`src/rtl/spi_read_scheduler.sv`:
```
// rtl/spi_read_scheduler.sv - clocked read sequencer for the simpleSPI sensor master
//
// Ports:
//   clk, rst_l         single clock, synchronous active-low reset
//   en                 enables the periodic refresh timer
//   req                on-demand read request (level, sampled every cycle)
//   spi_rd             read request to simpleSPI, held until spi_d_ready is seen
//   spi_d_ready, spi_d frame-complete level and 16-bit frame from simpleSPI
//   sample, als        last captured frame and its light field sample[12:5]
//   sample_vld         one-cycle pulse when sample/als update
//   err_timeout        one-cycle pulse when REQ or RELEASE is aborted
//   overrun            one-cycle pulse when a trigger is dropped
//   busy               high whenever a transaction is in flight
module spi_read_scheduler #(
  parameter int REFRESH_CYCLES = 40_000,
  parameter int TIMEOUT_CYCLES = 10_000
) (
  input  logic        clk,
  input  logic        rst_l,
  input  logic        en,
  input  logic        req,
  output logic        spi_rd,
  input  logic        spi_d_ready,
  input  logic [15:0] spi_d,
  output logic [15:0] sample,
  output logic [7:0]  als,
  output logic        sample_vld,
  output logic        err_timeout,
  output logic        overrun,
  output logic        busy
);

  localparam int TMR_W = $clog2(REFRESH_CYCLES);
  localparam int TO_W  = $clog2(TIMEOUT_CYCLES);
  localparam logic [TMR_W-1:0] TMR_LAST = TMR_W'(REFRESH_CYCLES - 1);
  localparam logic [TO_W-1:0]  TO_LAST  = TO_W'(TIMEOUT_CYCLES - 1);

  typedef enum logic [1:0] {
    IDLE    = 2'd0,
    REQ     = 2'd1,
    RELEASE = 2'd2
  } state_t;

  state_t           state;
  logic [TMR_W-1:0] tmr;
  logic [TO_W-1:0]  to_cnt;
  logic             pending;
  logic             tick;
  logic             trigger;
  logic             to_hit;

  assign tick    = en && (tmr == TMR_LAST);
  assign trigger = tick || req;
  assign to_hit  = (to_cnt == TO_LAST);

  // Free-running refresh timer; independent of the transaction FSM.
  always_ff @(posedge clk) begin
    if (!rst_l) begin
      tmr <= '0;
    end else if (!en || tick) begin
      tmr <= '0;
    end else begin
      tmr <= tmr + TMR_W'(1);
    end
  end

  always_ff @(posedge clk) begin
    if (!rst_l) begin
      state       <= IDLE;
      pending     <= 1'b0;
      to_cnt      <= '0;
      spi_rd      <= 1'b0;
      busy        <= 1'b0;
      sample      <= 16'h0000;
      als         <= 8'h00;
      sample_vld  <= 1'b0;
      err_timeout <= 1'b0;
      overrun     <= 1'b0;
    end else begin
      sample_vld  <= 1'b0;
      err_timeout <= 1'b0;
      overrun     <= trigger && pending;

      // Single pending slot: a trigger seen while it is full is dropped,
      // and the slot is drained only from IDLE.
      if (pending) begin
        if (state == IDLE) begin
          pending <= 1'b0;
        end
      end else if (trigger) begin
        pending <= 1'b1;
      end

      // Saturating so a stuck counter can never wrap back below the limit.
      if (state != IDLE && to_cnt != '1) begin
        to_cnt <= to_cnt + TO_W'(1);
      end

      case (state)
        IDLE: begin
          if (pending) begin
            state  <= REQ;
            to_cnt <= '0;
            spi_rd <= 1'b1;
            busy   <= 1'b1;
          end
        end

        REQ: begin
          // A ready level already present on entry is captured as a frame.
          if (spi_d_ready) begin
            sample     <= spi_d;
            als        <= spi_d[12:5];
            sample_vld <= 1'b1;
            state      <= RELEASE;
            spi_rd     <= 1'b0;
            to_cnt     <= '0;
          end else if (to_hit) begin
            err_timeout <= 1'b1;
            state       <= RELEASE;
            spi_rd      <= 1'b0;
            to_cnt      <= '0;
          end
        end

        RELEASE: begin
          // Wait for the master to drop its ready level before the next read.
          if (!spi_d_ready) begin
            state <= IDLE;
            busy  <= 1'b0;
          end else if (to_hit) begin
            err_timeout <= 1'b1;
            state       <= IDLE;
            busy        <= 1'b0;
          end
        end

        default: begin
          state  <= IDLE;
          spi_rd <= 1'b0;
          busy   <= 1'b0;
        end
      endcase
    end
  end

endmodule

```
`config.mk`:
```
export PLATFORM = sky130hd
export DESIGN_NAME = spi_read_scheduler
export DESIGN_NICKNAME = d
export VERILOG_FILES = /design/src/rtl/spi_read_scheduler.sv
export SDC_FILE = /design/constraint.sdc
export NUM_CORES = 1
export LEC_CHECK = 0
export CORE_MARGIN = 10
export CORE_UTILIZATION = 46
export DETAILED_ROUTE_END_ITERATION = 16
export PLACE_DENSITY_LB_ADDON = 0.12
export SYNTH_ARGS = -nofsm -noshare
export SYNTH_HDL_FRONTEND = slang
export SYNTH_SLANG_ARGS = --single-unit
export TNS_END_PERCENT = 5
```
`constraint.sdc`:
```
create_clock -name clk -period 1.9 [get_ports clk]
set_input_delay 0.38 -clock clk [delete_from_list [all_inputs] [get_ports clk]]
set_output_delay 0.38 -clock clk [all_outputs]
set_load 0.02 [all_outputs]
```
==> results.ini <==
[worst_setup_path]
critical-path-max-stage-delay_ns = 0.52
worstPathRequired_ns = 2.17
critical_path_arrival_ns = 2.16
timing.critical_path.max_delay_family = simple AND/OR/NAND/NOR gates
startpoint_to_endpoint_class_of_the_critical_path = reg -> reg
buf_inv_stages_crit_path = 1
setup.worst_path.end_class = flop
critical_path_peak_fanout = 6
worstSetupStartpointType = flop
path_common_cell = or4_4
cp_slowest_cell = or4_4
series_of_cell_instances_along_the_critical_path = or4_4, or4_4, buf_4, a31oi_4, a32o_1

[global_routing]
grt_usage_pct = 13.1
first_global_vias = 1974
initial_antenna_violation_count = 0
wire_length_of_the_first_global_routing_pass_um = 9340
gr-total-overflow = 0
grt_start_max_net_pins = 29

[power_and_ir_drop]
powerDensity_nw_per_um2 = 865
total_power_after_layout_mw = 2.84
peakVddDrop_uv = 400
cellLeakagePower_nw = 1.16

[synth]
post_synth_fa_ha_maj_area_fraction_pct = 2.54
yosys.area.top_type = dfxtp_1
synth-compound-area-share_pct = 16.6
synth-warning-count = 0
postSynthCellCount = 287
largest_family_of_logic_cells_by_synthesized_area = simple AND/OR/NAND/NOR gates
synth-edff-count = 0
synth.cell_area_um2 = 2460
synthMuxAreaShare_pct = 0.407
synth-simple-area-share_pct = 25.0
synth-async-reset-ratio_pct = 0
synth_area_in_xor_xnor_pct = 5.69
netlist-cell-type-count = 43
mappedNetlistNets = 313
top_ff_cell_synth = dfxtp_1
synth_seq_area_share_pct = 43.9
cell_types_occupying_the_most_area_after_synthesis = dfxtp_1 44%, nand2_1 7.3%, a21boi_0 4.9%
synth_seq_cells = 54
synth_largest_type_area_fraction_pct = 43.9
synth_area_per_cell_um2 = 8.58

[cells_and_area]
area_growth_pct = 33.5
nets = 376
diodes = 0
share_of_cells_above_drive_strength_1_pct = 12.0
final-instance-count-excl-fill = 421

[run]
max_cap_viols = 0

[detailed_routing]
detail_route.first_pass.iterations = 4
drt-initial-drc-count = 137
via_count = 2177
antenna_violating_nets_remaining = 0
drt-total-wl_um = 5620
vias_per_cell = 5.17
drc = 0
mean_routed_wirelength_per_cell_um = 13.3

[die]
fp.coreArea_um2 = 5140
io_pins = 50
die_w_um = 93.1
rows = 26
dieArea_um2 = 8680
die_y_um = 93.1
initial_core_util_pct = 47.9

[timing]
setup_repair_after_global_routing_missed_its_margin = true
period_share_pct = 99.8
max_freq_ghz = 0.528
max_slew.worst_pin.slew_ns = 0.415
fin_crit_ns = 1.90
hold_viol = 0
hold_slack_ns = 0.467
setup_viol_count_final = 0
maxSlewViolCount = 0
finalClockSkew_ns = 0.0122
max_slew_margin_pct = 72.3

[place]
place.port_buffers = 49
gp_routability_congestion = 0.829
hpwlAfterDp_um = 4210
numPlacedInstances = 413

[worst_hold_path]
min-delay-path-class = reg -> reg

[outcome]
outcome = finished clean

[cts]
holdBufCountCts = 0
cts_max_path_buffers = 2
clock_tree_from_tritoncts = yes
clk_pin_slew_worst_paths_ns = 0.10
cts_root_buffer_type = clkbuf_8
tritoncts.num_buffers = 5
clock_tree.htree_level_count = 2
clkLatencyLatePin_ns = 0.32
cts_num_sinks = 54

==> worst register-to-register path: stages, from the launching register on <==
cell     delay [ns]
dfxtp_2        0.33
or4_4          0.52
or4_4          0.49
buf_4          0.18
a31oi_4        0.16
a32o_1         0.16
==> cells in the final DEF (no fill, tap or decap), types with 3 or more instances in the layout <==
cell and instances:
dfxtp_1 52, clkdlybuf4s50_1 49, nand2_1 48, nor2_1 23
buf_4 23, a21boi_0 16, a21oi_1 14, nand3_1 13
xnor2_1 11, inv_1 9, or3_1 7, nand4_1 7
o21ai_0 7, nor4_1 6, nor3_1 5, xor2_1 5
ha_1 5, clkbuf_8 5, and3_1 4, a21o_1 3
o31ai_1 3, or4_1 3
==> synthesized netlist by cell type, types with 2 or more instances <==
master and instances:
nand2_1 48, o211ai_1 2, inv_1 9, o31ai_1 3, a21oi_1 14, a21boi_0 16
xor2_1 5, dfxtp_1 54, a21o_1 3, a31oi_1 2, nor2_1 23, clkbuf_1 7
buf_4 9, o21ai_0 7, xnor2_1 11, nand4_1 7, nor4_1 6, and3_1 4
or4_1 4, ha_1 5, nor3_1 6, or3_1 7, and2_1 2, o211a_1 2
nand3_1 13
==> registers in the layout (all words and copies together), names as in the netlist, 2 cells and up <==
register,cells
sample,16
tmr,16
to_cnt,14
state,2
==> what timing repair did <==
action / 4_1_cts / 5_1_grt
gates resized for setup: 0 / 4
setup endpoints to repair: 0 / 18
setup buffers: 0 / 0
==> metal layers <==
metal  global-route usage (%)  routed length [um]
met5                        0                   0
met4                     4.50                  74
met3                     4.16                 292
met2                     21.7                2610
met1                     15.5                2640
==> cells by family after synthesis <==
kind of cell / count (synthesis)
and+or+nand+nor: 127
AOI/OAI and AO/OA: 57
DFF: 54
buffers and inverters: 27
xor gates and xnor gates: 16
adders and majority gates: 5
muxes: 1
==> layout make-up <==
| class | count | area (um2) |
|---|---|---|
| multi-input combinational | 206 | 1260 |
| tap | 70 | 87.6 |
| clock buffer | 5 | 68.8 |
| inverter | 9 | 33.8 |
| timing repair buffer | 74 | 703 |
| fill | 486 | 1860 |
| sequential | 54 | 1080 |
| clock inverter | 3 | 47.5 |
==> final timing paths <==
path | startpoint | to | slack [ns] | cells after the start
worst max-delay path | to_cnt[7]$_SDFF_PN0_ | busy$_SDFFE_PN0P_ | 0.005 | 5
worst min-delay path | sample[2]$_SDFFE_PN0P_ | sample[2]$_SDFFE_PN0P_ | 0.47 | 2
worst max register to register | to_cnt[7]$_SDFF_PN0_ | busy$_SDFFE_PN0P_ | 0.005 | 5
worst min register to register | sample[2]$_SDFFE_PN0P_ | sample[2]$_SDFFE_PN0P_ | 0.47 | 2
==> report_power, final <==
group / internal (mW) / switching (mW) / total [mW]
registers: 1.21 / 0.0491 / 1.26
clock network: 0.400 / 0.393 / 0.793
logic: 0.376 / 0.412 / 0.788
==> metrics by stage <==
step / setup slack (ns) / area, um2 / utilization (%) / setup TNS, ns
after floorplan: -0.00354 / 2460 / - / -0.00597
after global placement: 0.0554 / 3140 / 61.1 / 0
after detailed placement: 0.0421 / 3140 / 61.1 / 0
after CTS: 0.00311 / 3260 / 63.4 / 0
after global routing: -0.0531 / 3280 / 63.9 / -0.236
final: 0.00457 / 3280 / 63.9 / 0
(Power assumes the default switching activity.)
